`src/rtl/axil_reg_slave.sv`:
```
// AXI4-Lite register slave: REG0/REG1 (RW), SUM = REG0+REG1 (RO), WCOUNT (RO).
// Define AXIL_REG_WCOUNT_EN to build the write counter behind offset 0xC.
module axil_reg_slave #(
    parameter int unsigned           DATA_WIDTH = 32,
    parameter int unsigned           ADDR_WIDTH = 8,
    parameter int unsigned           RESP_WIDTH = 3,
    parameter logic [ADDR_WIDTH-1:0] BASE_ADDR  = '0,
    parameter logic [DATA_WIDTH-1:0] REG0_RESET = '0,
    parameter logic [DATA_WIDTH-1:0] REG1_RESET = '0
) (
    input  logic                    s0_axi_aclk,
    input  logic                    s0_axi_areset,
    input  logic [ADDR_WIDTH-1:0]   s0_axi_awaddr,
    input  logic                    s0_axi_awvalid,
    output logic                    s0_axi_awready,
    input  logic [DATA_WIDTH-1:0]   s0_axi_wdata,
    input  logic [DATA_WIDTH/8:0]   s0_axi_wstrb,
    input  logic                    s0_axi_wvalid,
    output logic                    s0_axi_wready,
    output logic [RESP_WIDTH-1:0]   s0_axi_bresp,
    output logic                    s0_axi_bvalid,
    input  logic                    s0_axi_bready,
    input  logic [ADDR_WIDTH-1:0]   s0_axi_araddr,
    input  logic                    s0_axi_arvalid,
    output logic                    s0_axi_arready,
    output logic [DATA_WIDTH-1:0]   s0_axi_rdata,
    output logic [RESP_WIDTH-1:0]   s0_axi_rresp,
    output logic                    s0_axi_rvalid,
    input  logic                    s0_axi_rready
);

    localparam int unsigned STRB_W = DATA_WIDTH / 8;
    localparam logic [RESP_WIDTH-1:0] RESP_OKAY   = '0;
    localparam logic [RESP_WIDTH-1:0] RESP_SLVERR = RESP_WIDTH'(2);

    typedef enum logic [1:0] {W_IDLE, W_ADDR, W_DATA, W_RESP} wstate_t;
    typedef enum logic {R_IDLE, R_DATA} rstate_t;

    function automatic logic addr_hit(input logic [ADDR_WIDTH-1:0] a);
        return (a[ADDR_WIDTH-1:4] == BASE_ADDR[ADDR_WIDTH-1:4]) && (a[1:0] == 2'b00);
    endfunction

    // Top strobe bit carries no byte lane.
    logic unused_wstrb_msb;
    assign unused_wstrb_msb = s0_axi_wstrb[STRB_W];

    // ---------------- register file ----------------
    logic [DATA_WIDTH-1:0] reg0_q, reg0_d;
    logic [DATA_WIDTH-1:0] reg1_q, reg1_d;
    logic [DATA_WIDTH-1:0] sum;
    logic [DATA_WIDTH-1:0] rd_wcount;

    assign sum = reg0_q + reg1_q;

    // ---------------- write channel ----------------
    wstate_t               wstate_q, wstate_d;
    logic [ADDR_WIDTH-1:0] awaddr_q, awaddr_d;
    logic [DATA_WIDTH-1:0] wdata_q, wdata_d;
    logic [STRB_W-1:0]     wstrb_q, wstrb_d;
    logic                  awready_q, awready_d;
    logic                  wready_q, wready_d;
    logic                  bvalid_q, bvalid_d;
    logic [RESP_WIDTH-1:0] bresp_q, bresp_d;

    logic                  aw_fire, w_fire, b_fire;
    logic                  commit, cmt_ok;
    logic [ADDR_WIDTH-1:0] cmt_addr;
    logic [DATA_WIDTH-1:0] cmt_data;
    logic [STRB_W-1:0]     cmt_strb;

    assign aw_fire = s0_axi_awvalid && awready_q;
    assign w_fire  = s0_axi_wvalid  && wready_q;
    assign b_fire  = bvalid_q && s0_axi_bready;

    // Commit data comes from whichever half arrived earlier (latched) and the half arriving now.
    always_comb begin
        wstate_d = wstate_q;
        awaddr_d = awaddr_q;
        wdata_d  = wdata_q;
        wstrb_d  = wstrb_q;
        commit   = 1'b0;
        cmt_addr = awaddr_q;
        cmt_data = wdata_q;
        cmt_strb = wstrb_q;
        case (wstate_q)
            W_IDLE: begin
                if (aw_fire && w_fire) begin
                    cmt_addr = s0_axi_awaddr;
                    cmt_data = s0_axi_wdata;
                    cmt_strb = s0_axi_wstrb[STRB_W-1:0];
                    commit   = 1'b1;
                    wstate_d = W_RESP;
                end else if (aw_fire) begin
                    awaddr_d = s0_axi_awaddr;
                    wstate_d = W_ADDR;
                end else if (w_fire) begin
                    wdata_d  = s0_axi_wdata;
                    wstrb_d  = s0_axi_wstrb[STRB_W-1:0];
                    wstate_d = W_DATA;
                end
            end
            W_ADDR: begin
                if (w_fire) begin
                    cmt_data = s0_axi_wdata;
                    cmt_strb = s0_axi_wstrb[STRB_W-1:0];
                    commit   = 1'b1;
                    wstate_d = W_RESP;
                end
            end
            W_DATA: begin
                if (aw_fire) begin
                    cmt_addr = s0_axi_awaddr;
                    commit   = 1'b1;
                    wstate_d = W_RESP;
                end
            end
            W_RESP: begin
                if (b_fire) begin
                    wstate_d = W_IDLE;
                end
            end
            default: wstate_d = W_IDLE;
        endcase

        cmt_ok  = addr_hit(cmt_addr) && (cmt_addr[3] == 1'b0);
        bresp_d = bresp_q;
        if (commit) begin
            bresp_d = cmt_ok ? RESP_OKAY : RESP_SLVERR;
        end

        awready_d = (wstate_d == W_IDLE) || (wstate_d == W_DATA);
        wready_d  = (wstate_d == W_IDLE) || (wstate_d == W_ADDR);
        bvalid_d  = (wstate_d == W_RESP);
    end

    always_comb begin
        reg0_d = reg0_q;
        reg1_d = reg1_q;
        if (commit && cmt_ok) begin
            for (int unsigned i = 0; i < STRB_W; i++) begin
                if (cmt_strb[i]) begin
                    if (cmt_addr[2]) begin
                        reg1_d[8*i +: 8] = cmt_data[8*i +: 8];
                    end else begin
                        reg0_d[8*i +: 8] = cmt_data[8*i +: 8];
                    end
                end
            end
        end
    end

`ifdef AXIL_REG_WCOUNT_EN
    logic [DATA_WIDTH-1:0] wcount_q, wcount_d;

    always_comb begin
        wcount_d = wcount_q;
        if (commit && cmt_ok) begin
            wcount_d = wcount_q + DATA_WIDTH'(1);
        end
    end

    always_ff @(posedge s0_axi_aclk) begin
        if (s0_axi_areset) begin
            wcount_q <= '0;
        end else begin
            wcount_q <= wcount_d;
        end
    end

    assign rd_wcount = wcount_q;
`else
    assign rd_wcount = '0;
`endif

    always_ff @(posedge s0_axi_aclk) begin
        if (s0_axi_areset) begin
            wstate_q  <= W_IDLE;
            awaddr_q  <= '0;
            wdata_q   <= '0;
            wstrb_q   <= '0;
            awready_q <= 1'b0;
            wready_q  <= 1'b0;
            bvalid_q  <= 1'b0;
            bresp_q   <= '0;
            reg0_q    <= REG0_RESET;
            reg1_q    <= REG1_RESET;
        end else begin
            wstate_q  <= wstate_d;
            awaddr_q  <= awaddr_d;
            wdata_q   <= wdata_d;
            wstrb_q   <= wstrb_d;
            awready_q <= awready_d;
            wready_q  <= wready_d;
            bvalid_q  <= bvalid_d;
            bresp_q   <= bresp_d;
            reg0_q    <= reg0_d;
            reg1_q    <= reg1_d;
        end
    end

    // ---------------- read channel ----------------
    rstate_t               rstate_q, rstate_d;
    logic                  arready_q, arready_d;
    logic                  rvalid_q, rvalid_d;
    logic [DATA_WIDTH-1:0] rdata_q, rdata_d;
    logic [RESP_WIDTH-1:0] rresp_q, rresp_d;
    logic                  ar_fire, r_fire;
    logic                  rd_hit;
    logic [DATA_WIDTH-1:0] rd_val;

    assign ar_fire = s0_axi_arvalid && arready_q;
    assign r_fire  = rvalid_q && s0_axi_rready;
    assign rd_hit  = addr_hit(s0_axi_araddr);

    // Sampled from the _q registers, so a same-edge write commit is not yet visible.
    always_comb begin
        case (s0_axi_araddr[3:2])
            2'd0:    rd_val = reg0_q;
            2'd1:    rd_val = reg1_q;
            2'd2:    rd_val = sum;
            default: rd_val = rd_wcount;
        endcase
    end

    always_comb begin
        rstate_d = rstate_q;
        rdata_d  = rdata_q;
        rresp_d  = rresp_q;
        case (rstate_q)
            R_IDLE: begin
                if (ar_fire) begin
                    rdata_d  = rd_hit ? rd_val : '0;
                    rresp_d  = rd_hit ? RESP_OKAY : RESP_SLVERR;
                    rstate_d = R_DATA;
                end
            end
            R_DATA: begin
                if (r_fire) begin
                    rstate_d = R_IDLE;
                end
            end
            default: rstate_d = R_IDLE;
        endcase
        arready_d = (rstate_d == R_IDLE);
        rvalid_d  = (rstate_d == R_DATA);
    end

    always_ff @(posedge s0_axi_aclk) begin
        if (s0_axi_areset) begin
            rstate_q  <= R_IDLE;
            arready_q <= 1'b0;
            rvalid_q  <= 1'b0;
            rdata_q   <= '0;
            rresp_q   <= '0;
        end else begin
            rstate_q  <= rstate_d;
            arready_q <= arready_d;
            rvalid_q  <= rvalid_d;
            rdata_q   <= rdata_d;
            rresp_q   <= rresp_d;
        end
    end

    assign s0_axi_awready = awready_q;
    assign s0_axi_wready  = wready_q;
    assign s0_axi_bvalid  = bvalid_q;
    assign s0_axi_bresp   = bresp_q;
    assign s0_axi_arready = arready_q;
    assign s0_axi_rvalid  = rvalid_q;
    assign s0_axi_rdata   = rdata_q;
    assign s0_axi_rresp   = rresp_q;

endmodule

```
`config.mk`:
```
export PLATFORM = sky130hd
export DESIGN_NAME = axil_reg_slave
export DESIGN_NICKNAME = d
export VERILOG_FILES = /design/src/rtl/axil_reg_slave.sv
export SDC_FILE = /design/constraint.sdc
export NUM_CORES = 1
export LEC_CHECK = 0
export CAP_MARGIN = 40
export CORE_MARGIN = 2
export CORE_UTILIZATION = 51
export CTS_BUF_LIST = sky130_fd_sc_hd__clkbuf_16
export DETAILED_ROUTE_END_ITERATION = 16
export GPL_TIMING_DRIVEN = 1
export PLACE_DENSITY = 0.89
export SLEW_MARGIN = 0
export SYNTH_ARGS = -nofsm -noshare
export SYNTH_HDL_FRONTEND = slang
export SYNTH_SLANG_ARGS = --single-unit
```
`constraint.sdc`:
```
create_clock -name s0_axi_aclk -period 2.85 [get_ports s0_axi_aclk]
set_clock_uncertainty 0.1 [all_clocks]
set_input_delay 0.285 -clock s0_axi_aclk [delete_from_list [all_inputs] [get_ports s0_axi_aclk]]
set_output_delay 0.285 -clock s0_axi_aclk [all_outputs]
set_load 0.02 [all_outputs]
```
==> results.cfg, run 1 <==
[sta]
slew-limit-headroom = 0.667
hold_viol = 0
tightest_slew_ns = 0.495
fin_crit_sh = 1.01
finalWorstSetupSlack_ns = -0.0202
min_period_ns = 2.87
fmaxAchievable_ghz = 0.348
finalMaxSlewViolations = 0
rsz0062_at_grt = true
setup_violations = 3

[placed_design]
globalplace.congestion = 0.967
portBuffers = 97
hpwl_um = 16400
dpl-instance-area_um2 = 9660
place_inst = 1293
dp_slack_ns = -0.114

[power]
vdd_drop_max_mv = 0.398
cellLeakagePower_nw = 4.10
power_density_nw_per_um2 = 455
power.total_mw = 4.69

[worst_setup_path]
rr_startpoint = reg0_q[0]
worstPathMaxFanout = 3
cp.required_ns = 3.12
reg2reg_depth = 11
r2r-end = s0_axi_rdata[16]
start_kind = flop
end_kind = flop
path_class = flop to flop
arrival_ns = 3.14
reg2reg_setup_slack_ns = -0.02

[final_layout]
drive_above_1_share = 0.145
diodes = 0
nFillCells = 1247
seq_area_um2 = 2990
syn_to_final_growth_pct = 26.1
finish.utilization = 0.654
nets = 1193
design_area_um2 = 10300
fin_cells = 1330
multi_input_area_um2 = 4910

[logic_synthesis]
synth-seq-area-share = 0.364
synth.avg_cell_area_um2 = 8.43
syn_inst = 971
async_flop_share = 0
synth_cell_types = 77
yosys_warnings = 0
netlist_area_um2 = 8180
synth_ff_type = dfxtp_1
yosys_register_bits = 149
synth-edff-count = 0

[drt]
drtIter0Drc = 562
wire_per_inst_um = 17.2
drc = 0
finalWirelength_um = 22900
drtPass1Iterations = 8
vias_per_cell = 5.84
vias = 7772
final_antenna_net_count = 0

[die]
dieHeight_um = 131
core_area_um2 = 15800
fp.dieW_um = 131
core.rowCount = 46
ioPinCount = 103
die-area_um2 = 17100
initial_core_util = 0.519

[min_path]
min_delay_worst_endpoint = reg0_q[26]
hold_start = s0_axi_areset
hp-class = input port to flop
hold_depth = 2

[clock_network]
h-tree-depth = 4
numCtsBuffers = 17
root_buffer = clkbuf_16
path_clk_slew_ns = 0.06
cts_tree = done
clock_sink_count = 149
clk_latency_ns = 0.43
clockBufferDepth = 2

[status]
failed_checks = setup timing
outcome = finished with violations

[run]
cap_violations = 0

[global_routing]
antenna_found_initial = 0
grt_pass1_vias = 7249
track_usage = 0.270
grt_max_degree = 113
overflow = 0
grt_pass1_wl_um = 36200
[cell usage in the layout (no fill, tap or decap), types with 8 or more instances in the layout]
cell	netlist	routed
a21oi_1	97	96
a211oi_1	14	14
o21a_1	8	8
ha_1	31	30
o21ai_0	29	27
nor2b_1	12	12
nand2_1	122	122
nor3_1	17	15
mux2i_1	73	73
a22oi_1	16	16
clkbuf_16	0	17
buf_4	4	65
nand3_1	29	28
a21o_1	8	8
xnor2_1	12	12
mux2_2	35	35
nor2_1	112	111
clkdlybuf4s50_1	0	96
dfxtp_1	149	147
inv_1	25	26
[how the worst max path moves through the flow]
stage | from | to | cells past startpoint
3_3_place_gp | reg0_q[0] | s0_axi_rdata[16] | 11
5_1_grt | reg0_q[0] | s0_axi_rdata[30] | 12
2_1_floorplan | reg0_q[0] | s0_axi_rdata[16] | 11
6_report | reg0_q[0] | s0_axi_rdata[16] | 11
4_1_cts | reg0_q[0] | s0_axi_rdata[16] | 11
3_5_place_dp | reg0_q[0] | s0_axi_rdata[16] | 11
[layer usage]
metal	GRT usage	wire length, µm	vias up
li1	-	-	3721
met1	0.353	9890	3679
met2	0.433	10500	320
met3	0.0647	2020	52
met4	0.106	537	0
met5	0	0	-
[metrics by stage]
step,hold WS [ns],setup TNS [ns]
floorplan,0.321,0
global placement,0.339,-0.209
detailed placement,0.345,-0.315
CTS,0.144,-0.0149
global route,0.165,-0.563
finish,0.158,-0.0327
[critical path, cell delays in order (launching register included)]
cell       delay [ns]
dfxtp_2          0.36
ha_4             0.14
inv_2            0.03
fa_2             0.32
and2b_4          0.28
o2111ai_4        0.15
a2111oi_4        0.38
or2_1            0.18
o211ai_2         0.10
a2111o_1         0.37
a311oi_1         0.26
a31o_1           0.12
[registers in the layout, summed over array words and instances (netlist names), 2 cells and up]
signal / count
wstrb_q: 4
wstate_q: 2
s0_axi_rdata: 32
reg1_q: 32
reg0_q: 32
awaddr_q: 8
wdata_q: 32
[report_power, final]
group          total (mW)  internal (mW)  switching (mW)
Clock                2.17           1.28           0.890
Combinational       0.385          0.171           0.214
Sequential           2.14           2.12          0.0210
Total                4.69           3.57            1.12
[cell families after synthesis]
family	Yosys count	synth area share
adder cells (fa/ha/maj)	32	0.0498
flip-flops	149	0.364
buffers and inverters	81	0.0448
AND/OR/NAND/NOR	342	0.186
multiplexers	112	0.143
AO/OA/AOI/OAI	236	0.192
XOR/XNOR	18	0.0193
other	1	0.000458
[final cells by class]
type | count | share of cell area
clock buffers | 17 | 0.0412
clock inverters | 15 | 0.0136
inverters | 26 | 0.00946
multi-input cells | 744 | 0.476
flip-flops and latches | 149 | 0.289
well taps | 216 | 0.0262
repair buffers | 163 | 0.144
[what timing repair did]
action	CTS	global route
setup buffers	3	2
resized for setup	9	7
endpoints found under the setup margin	9	8
pin swaps	6	6
hold buffers	0	0
[synth_stat cells (all sizes together) (8+ instances only)]
cell type / instances / area, µm²
inv: 25 / 93.8
mux2: 39 / 439
nor2: 113 / 427
o211ai: 8 / 65.1
clkbuf: 35 / 151
a211oi: 14 / 105
a21o: 9 / 68.8
ha: 31 / 388
a22oi: 16 / 120
a21oi: 99 / 503
nor4: 8 / 56.3
o21ai: 31 / 155
nand3: 29 / 145
xnor2: 12 / 105
o21a: 8 / 60.1
nand2: 122 / 458
dfxtp: 149 / 2980
nor3: 17 / 85.1
nor2b: 12 / 75.1
mux2i: 73 / 731
buf: 20 / 118
No activity file was read; power rests on OpenSTA's default activity.
==> run 2: changes to the inputs <==
--- a/config.mk
+++ b/config.mk
@@ -6,12 +6,12 @@
 export NUM_CORES = 1
 export LEC_CHECK = 0
 export CAP_MARGIN = 40
-export CORE_MARGIN = 2
 export CORE_UTILIZATION = 51
 export CTS_BUF_LIST = sky130_fd_sc_hd__clkbuf_16
 export DETAILED_ROUTE_END_ITERATION = 16
 export GPL_TIMING_DRIVEN = 1
 export PLACE_DENSITY = 0.89
+export RECOVER_POWER = 100
 export SLEW_MARGIN = 0
 export SYNTH_ARGS = -nofsm -noshare
 export SYNTH_HDL_FRONTEND = slang
==> results.cfg, run 2 (same netlist as run 1, synthesis figures left out) <==
[final_layout]
seq_area_um2 = 2990
diodes = 0
nets = 1191
finish.utilization = 0.668
syn_to_final_growth_pct = 26.0
final_cell_mix = dfxtp_1, nand2_1, nor2_1, a21oi_1, mux2i_1
multi_input_area_um2 = 4900
drive_above_1_share = 0.128
nFillCells = 1202
final_common_cell = dfxtp_1

[worst_setup_path]
worstPathMaxFanout = 3
start_kind = flop
arrival_ns = 3.22
cp.required_ns = 3.12
end_kind = flop
path_class = flop to flop

[clock_network]
cts_hold_buf = 0
clockBufferDepth = 2
clk_latency_ns = 0.44
numCtsBuffers = 17
cts_tree = done
h-tree-depth = 4
path_clk_slew_ns = 0.07
root_buffer = clkbuf_16
clock_sink_count = 149

[die]
fp.dieW_um = 129
dieHeight_um = 129
core.rowCount = 45
core_area_um2 = 15400
ioPinCount = 103
initial_core_util = 0.530
die-area_um2 = 16600

[power]
vdd_drop_max_mv = 0.396
cellLeakagePower_nw = 4.18
power_density_nw_per_um2 = 479

[global_routing]
grt_pass1_vias = 7370
grt_pass1_wl_um = 37800
overflow = 0
grt_max_degree = 56
antenna_found_initial = 0
track_usage = 0.293

[sta]
tightest_slew_ns = 0.949
fmaxAchievable_ghz = 0.339
slew-limit-headroom = 0.366
finalWorstSetupSlack_ns = -0.0958
hold_viol = 0
setup_violations = 4
min_period_ns = 2.95
holdWs_ns = 0.200
rsz0062_at_grt = true
fin_crit_sh = 1.03
finalMaxSlewViolations = 0

[placed_design]
portBuffers = 97
dp_slack_ns = -0.233
globalplace.congestion = 0.988
hpwl_um = 16800

[drt]
wire_per_inst_um = 17.9
final_antenna_net_count = 0
drc = 0
finalWirelength_um = 23600
vias_per_cell = 5.97
vias = 7896
drtPass1Iterations = 5
drtIter0Drc = 669

[min_path]
hp-class = input port to flop

[run]
cap_violations = 0

[status]
outcome = finished with violations
failed_checks = setup timing
-- run 2: layer usage --
layer | global-route usage | part of all wire
met1 | 0.386 | 0.43
met2 | 0.464 | 0.46
met3 | 0.0607 | 0.085
met4 | 0.129 | 0.028
met5 | 0 | 0
-- run 2: critical path: stages (launching register included) --
cell       delay, ns
dfxtp_2         0.36
ha_4            0.14
inv_2           0.04
fa_2            0.35
and2b_4         0.27
o2111ai_4       0.13
a2111oi_4       0.38
buf_4           0.19
o21ai_2         0.09
a31oi_1         0.22
a211o_1         0.17
mux2_4          0.31
a21oi_2         0.13
-- run 2: path summary, 6_finish.rpt --
path	from	end	slack, ns	cells after the start
setup / recovery	reg1_q[0]	s0_axi_rdata[30]	-0.1	12
hold / removal	s0_axi_areset	reg1_q[28]	0.20	2
setup reg to reg	reg1_q[0]	s0_axi_rdata[30]	-0.1	12
hold reg to reg	wdata_q[15]	wdata_q[15]	0.35	2
-- run 2: report_power, final --
| group | internal, mW | switching [mW] | total [mW] |
|---|---|---|---|
| combinational | 0.160 | 0.216 | 0.375 |
| clock | 1.47 | 0.950 | 2.42 |
| sequential | 2.12 | 0.0205 | 2.14 |
-- run 2: area by class of cell --
type	instances	area share
well taps	211	0.0256
clock buffers	17	0.0413
inverters	26	0.00947
multi-input cells	744	0.475
clock inverters	15	0.0200
flip-flops and latches	149	0.290
repair buffers	161	0.139
-- run 2: stage by stage --
stage / power (mW) / std cells / instance area [µm²] / setup TNS, ns
6_report: 4.94 / 1323 / 10300 / -0.188
5_1_grt: 5.08 / 1323 / 10300 / -1.12
4_1_cts: 4.95 / 1322 / 10300 / -0.0943
3_5_place_dp: 2.56 / 1286 / 9640 / -0.970
3_3_place_gp: 2.55 / 1286 / 9640 / -0.203
2_1_floorplan: 2.39 / 974 / 8200 / 0
-- run 2: repair_timing --
| action | 4_1_cts | 5_1_grt |
|---|---|---|
| endpoints found under the setup margin | 10 | 13 |
| resized for setup | 10 | 7 |
| buffers inserted | 4 | 1 |
| pin swaps | 8 | 8 |
